File: config.mk
export PLATFORM = sky130hd
export DESIGN_NAME = mac_operand_sequencer
export DESIGN_NICKNAME = d
export VERILOG_FILES = /design/src/rtl/mac_operand_sequencer.sv
export SDC_FILE = /design/constraint.sdc
export NUM_CORES = 1
export LEC_CHECK = 0
export ABC_AREA = 1
export CELL_PAD_IN_SITES_DETAIL_PLACEMENT = 1
export CELL_PAD_IN_SITES_GLOBAL_PLACEMENT = 1
export CORE_MARGIN = 10
export CORE_UTILIZATION = 28
export CTS_BUF_LIST = sky130_fd_sc_hd__clkbuf_8
export CTS_CLUSTER_DIAMETER = 200
export DETAILED_ROUTE_END_ITERATION = 6
export PLACE_DENSITY_LB_ADDON = 0.12
export SLEW_MARGIN = 15
export SYNTH_ARGS = -nofsm -noshare
export SYNTH_HDL_FRONTEND = slang
export SYNTH_SLANG_ARGS = --single-unit
File: constraint.sdc
create_clock -name clk -period 4.5 [get_ports clk]
set_clock_uncertainty 0.2 [all_clocks]
set_input_delay 1.125 -clock clk [delete_from_list [all_inputs] [get_ports clk]]
set_output_delay 1.125 -clock clk [all_outputs]
set_load 0.01 [all_outputs]
File: src/rtl/mac_operand_sequencer.sv
// Job-level initiator for one MAC block: takes a job descriptor, streams operand
// beats into the MAC, waits out its one-cycle latency and returns the final C value.
module mac_operand_sequencer #(
   parameter int MIN_WIDTH  = 8,
   parameter int ACC_WIDTH  = 4*MIN_WIDTH,
   parameter int CONF_WIDTH = 3,
   parameter int LEN_WIDTH  = 8
) (
   input  logic                            clk,
   input  logic                            rst,
   input  logic                            job_valid,
   output logic                            job_ready,
   input  logic [CONF_WIDTH-1:0]           job_cfg,
   input  logic [ACC_WIDTH-1:0]            job_init,
   input  logic [LEN_WIDTH-1:0]            job_len,
   input  logic                            op_valid,
   output logic                            op_ready,
   input  logic [4*MIN_WIDTH-1:0]          op_a,
   input  logic [MIN_WIDTH-1:0]            op_b,
   output logic [MIN_WIDTH-1:0]            mac_a0,
   output logic [MIN_WIDTH-1:0]            mac_a1,
   output logic [MIN_WIDTH-1:0]            mac_a2,
   output logic [MIN_WIDTH-1:0]            mac_a3,
   output logic [MIN_WIDTH-1:0]            mac_b2,
   output logic [ACC_WIDTH+CONF_WIDTH-1:0] mac_cfg,
   output logic                            mac_en,
   output logic                            mac_clr,
   input  logic [ACC_WIDTH-1:0]            mac_c,
   output logic                            res_valid,
   input  logic                            res_ready,
   output logic [ACC_WIDTH-1:0]            res_data,
   output logic                            res_err,
   output logic                            busy
);
   localparam int OPW = 4*MIN_WIDTH;

   typedef enum logic [2:0] {S_IDLE, S_LOAD, S_STREAM, S_DRAIN, S_RESP} state_t;

   state_t                state_q, state_d;
   logic [CONF_WIDTH-1:0] cfg_q, cfg_d;
   logic [ACC_WIDTH-1:0]  init_q, init_d;
   logic [LEN_WIDTH-1:0]  len_q, len_d;
   logic [LEN_WIDTH-1:0]  cnt_q, cnt_d;
   logic [OPW-1:0]        opa_q, opa_d;
   logic [MIN_WIDTH-1:0]  opb_q, opb_d;
   logic [ACC_WIDTH-1:0]  res_data_q, res_data_d;
   logic                  res_err_q, res_err_d;

   logic           fire;
   logic           mode_rsv;
   logic           acc_sel;
   logic [OPW-1:0] lane_src;

   assign fire     = (state_q == S_STREAM) && op_valid;
   assign mode_rsv = (cfg_q[1:0] == 2'b11);
   assign acc_sel  = cfg_q[CONF_WIDTH-1];

   always_comb begin
      state_d    = state_q;
      cfg_d      = cfg_q;
      init_d     = init_q;
      len_d      = len_q;
      cnt_d      = cnt_q;
      opa_d      = opa_q;
      opb_d      = opb_q;
      res_data_d = res_data_q;
      res_err_d  = res_err_q;
      case (state_q)
         S_IDLE: begin
            if (job_valid) begin
               cfg_d   = job_cfg;
               init_d  = job_init;
               len_d   = job_len;
               state_d = S_LOAD;
            end
         end
         S_LOAD: begin
            cnt_d   = len_q;
            state_d = (len_q != '0) ? S_STREAM : S_DRAIN;
         end
         S_STREAM: begin
            if (fire) begin
               cnt_d = cnt_q - 1'b1;
               opa_d = op_a;
               opb_d = op_b;
               if (cnt_q == LEN_WIDTH'(1)) state_d = S_DRAIN;
            end
         end
         S_DRAIN: begin
            // mac_c already reflects the last fire; zero-length jobs never touched the MAC
            res_err_d = mode_rsv;
            if (mode_rsv)             res_data_d = '0;
            else if (len_q == '0)     res_data_d = acc_sel ? init_q : '0;
            else                      res_data_d = mac_c;
            state_d = S_RESP;
         end
         S_RESP: begin
            if (res_ready) state_d = S_IDLE;
         end
         default: state_d = S_IDLE;
      endcase
   end

   always_ff @(posedge clk or negedge rst) begin
      if (!rst) begin
         state_q    <= S_IDLE;
         cfg_q      <= '0;
         init_q     <= '0;
         len_q      <= '0;
         cnt_q      <= '0;
         opa_q      <= '0;
         opb_q      <= '0;
         res_data_q <= '0;
         res_err_q  <= 1'b0;
      end else begin
         state_q    <= state_d;
         cfg_q      <= cfg_d;
         init_q     <= init_d;
         len_q      <= len_d;
         cnt_q      <= cnt_d;
         opa_q      <= opa_d;
         opb_q      <= opb_d;
         res_data_q <= res_data_d;
         res_err_q  <= res_err_d;
      end
   end

   // Operands pass straight through on a fire, otherwise hold the last beat driven
   assign lane_src = fire ? op_a : opa_q;
   assign mac_a0   = lane_src[0*MIN_WIDTH +: MIN_WIDTH];
   assign mac_a1   = lane_src[1*MIN_WIDTH +: MIN_WIDTH];
   assign mac_a2   = lane_src[2*MIN_WIDTH +: MIN_WIDTH];
   assign mac_a3   = lane_src[3*MIN_WIDTH +: MIN_WIDTH];
   assign mac_b2   = fire ? op_b : opb_q;

   assign mac_en    = fire;
   assign mac_clr   = (state_q == S_LOAD);
   assign mac_cfg   = (state_q == S_LOAD || state_q == S_STREAM || state_q == S_DRAIN) ?
                      {init_q, cfg_q} : '0;
   assign job_ready = (state_q == S_IDLE);
   assign op_ready  = (state_q == S_STREAM);
   assign res_valid = (state_q == S_RESP);
   assign busy      = (state_q != S_IDLE);
   assign res_data  = res_data_q;
   assign res_err   = res_err_q;
endmodule

==> results.cfg, run 1 <==
[synth]
synth.distinct_cells = 22
netlist_area_um2 = 6038
ys_seq_area_frac = 0.5263
synth_top_family_by_area = simple AND/OR/NAND/NOR gates
synth_cells = 799
muxShareOfSynthArea = 0
syn-num-nets = 921
yosys_register_bits = 127
synth.avg_cell_area_um2 = 7.557
post_synth_and_or_nand_nor_area_fraction = 0.3100
synth_xor_area_frac = 0
yosysWarnings = 0
synth-compound-area-share = 0.09014
synth_fa_ha_area_frac = 0.004144

[worst_setup_path]
critPathRequiredTime_ns = 3.17
crit_path_start_kind = input pin
reg2reg_depth = 8
crit_fanout = 41
worstSetupEndpointType = output pin
cp_data_arrival_time_ns = 2.81
critPathKind = input pin to output pin

[timing]
fin_crit_sh = 0.9190
min_period_ns = 4.136
relSlewSlack = 0.3338
finalHoldViolCount = 0
rsz0062_at_grt = false
setup_ws_ns = 0.3644
final_max_slew_viol_count = 0
tightest_slew_ns = 0.9970
worst_hold_slack_ns = 0.2769
tns_ns = 0
finalSetupViolCount = 0
max_freq_mhz = 241.8

[global_route]
grt_pass1_wl_um = 36050
track_usage = 0.1609
overflow = 0
grt_max_degree = 87
grt_pass1_vias = 6437
antenna_found_initial = 1

[floorplanning]
dieArea_um2 = 27840
core-area_um2 = 21090
initial_core_util = 0.2863
die_y_um = 166.9
die_x_um = 166.9
std_cell_rows = 53
pin_count = 234

[clocking]
clock-sinks = 127
cts_hold_buf = 0
clkTransAtPathRegs_ns = 0.08
cts-buffers-inserted = 17
tritoncts = yes
clock_latency_ns = 0.44
post_cts_resized = 0
h-tree-depth = 4
post-cts-setup-buffer-count = 0
cts_root_buffer = clkbuf_8
clock_tree.buffer_depth = 2

[power]
p_leak_nw = 4.542
vdd_ir_drop_max_v = 0.0002601
cellPowerDensity_nw_per_um2 = 717.9

[finish]
final_cell_area_um2 = 9109
areaGrowthSynthToFinish_pct = 50.85
drive_above_1_share = 0.05212
finalNetCount = 1145
finalNonFillerCells = 1313

[drt]
drc = 0
num_vias = 5903
first_iter_violations = 255
drtAntennaViolNets = 0
firstDrtPassIters = 4
vias_per_cell = 4.496
drt_wl_total_um = 22680
wl_per_cell_um = 17.27

[placed_design]
gp_congestion = 0.7532
place_area_um2 = 8681
io_buffers = 233
dpl_worst_slack_ns = 0.3135
hpwlAfterDp_um = 16470
dp.cells = 1279

[run_status]
status = finished clean

[flow_run]
cap_viol_max_count = 0

[min_path]
min_path_type = flop to flop
whs_path_depth = 2
synth_stat cells, drive strengths merged:
cell	count	area, um^2
o21bai	32	240.2
ha	2	25.02
nor2	92	357.8
a21oi	43	219.0
nand3	47	245.2
buf	22	111.4
inv	63	236.5
nand4	2	12.51
o31ai	1	7.510
o211ai	1	7.510
nand2	334	1256
o21ai	14	70.07
dfrtp	127	3178
clkbuf	19	71.32
cell usage in the layout, fill, tap and decap left out:
cell type	netlist	final
dfrtp_1	127	127
a21oi_4	0	1
nand3_2	2	3
clkbuf_8	0	18
buf_4	1	10
inv_1	60	63
buf_12	0	3
nand3_1	45	44
clkdlybuf4s50_1	0	232
nor2_2	2	2
ha_1	2	2
nand4_1	2	2
nand2_1	333	333
o31ai_1	1	1
a21oi_1	42	42
clkinvlp_4	0	2
clkinv_2	0	4
nor2_1	89	89
o211ai_1	1	1
o21bai_1	32	32
nor2_4	1	1
buf_6	0	1
clkinv_4	0	1
nand2_2	1	1
bufinv_16	0	4
inv_2	3	3
diode_2	0	2
o21ai_0	14	14
flip-flops by register name, indices dropped and copies added (netlist names):
| register | cells |
|---|---|
| opa_q | 32 |
| res_data | 32 |
| res_err | 1 |
| cnt_q | 8 |
| cfg_q | 3 |
| state_q | 3 |
| opb_q | 8 |
| init_q | 32 |
| len_q | 8 |
worst max-delay path, cell delays in order:
cell	delay, ns
clkdlybuf4s50_1	0.51
nand3_2	0.13
inv_2	0.09
buf_12	0.20
nand2_1	0.10
nand2_1	0.08
clkdlybuf4s50_1	0.55
report_power, final:
part / internal [W] / total [W] / switching (W)
logic: 0.00162 / 0.00353 / 0.00191
clock network: 0.000610 / 0.00109 / 0.000484
registers: 0.00165 / 0.00191 / 0.000261
metrics by stage:
step / utilization / power (W)
floorplan: - / 0.003614
global placement: 0.4117 / 0.005494
detailed placement: 0.4117 / 0.005540
CTS: 0.4317 / 0.006681
global route: 0.4317 / 0.007112
finish: 0.4319 / 0.006539
layer usage:
layer / share of wire / vias up / global-route usage
met5: 0 / - / 0
met4: 0.010 / 0 / 0.03895
met3: 0.078 / 17 / 0.06660
met2: 0.48 / 136 / 0.2693
met1: 0.43 / 2833 / 0.1867
li1: - / 2917 / -
layout make-up:
type / count / area [um^2]
Fill cell: 2541 / 11980
Inverter: 63 / 236.5
Tap cell: 275 / 344.1
Sequential cell: 127 / 3178
Multi-Input combinational cell: 568 / 2454
Clock inverter: 14 / 175.2
Timing Repair Buffer: 246 / 2469
Antenna cell: 2 / 5.005
Clock buffer: 18 / 247.7
cells by family (layout without fill, tap and decap cells):
logic type | Yosys count | count (layout)
AND/OR/NAND/NOR | 475 | 475
flip-flops | 127 | 127
buffers and inverters | 104 | 341
AO/OA/AOI/OAI | 91 | 91
adder cells (fa/ha/maj) | 2 | 2
other | 0 | 2
worst paths after layout:
path | slack [ns] | from | end
setup / recovery | 0.36 | op_valid | mac_a1[6]
hold / removal | 0.28 | opa_q[0] | opa_q[0]
setup reg to reg | 2.12 | len_q[6] | res_data[21]
hold reg to reg | 0.28 | opa_q[0] | opa_q[0]
max in group asynchronous | 2.74 | rst | res_data[21]
min in group asynchronous | 0.55 | rst | res_data[22]
No activity file was read; power rests on OpenSTA's default activity.
==> run 2, diff against run 1 <==
--- a/config.mk
+++ b/config.mk
@@ -14,6 +14,7 @@
 export CTS_CLUSTER_DIAMETER = 200
 export DETAILED_ROUTE_END_ITERATION = 6
 export PLACE_DENSITY_LB_ADDON = 0.12
+export SKIP_CTS_REPAIR_TIMING = 1
 export SLEW_MARGIN = 15
 export SYNTH_ARGS = -nofsm -noshare
 export SYNTH_HDL_FRONTEND = slang
==> results of run 2 <==
Same layout as run 1: the final DEF is identical, and so are final timing and power.
==> run 3, diff against run 2 <==
--- a/config.mk
+++ b/config.mk
@@ -14,6 +14,7 @@
 export CTS_CLUSTER_DIAMETER = 200
 export DETAILED_ROUTE_END_ITERATION = 6
 export PLACE_DENSITY_LB_ADDON = 0.12
+export SETUP_SLACK_MARGIN = 0.05
 export SKIP_CTS_REPAIR_TIMING = 1
 export SLEW_MARGIN = 15
 export SYNTH_ARGS = -nofsm -noshare
==> results of run 3 <==
Same layout as run 1: the final DEF is identical, and so are final timing and power.
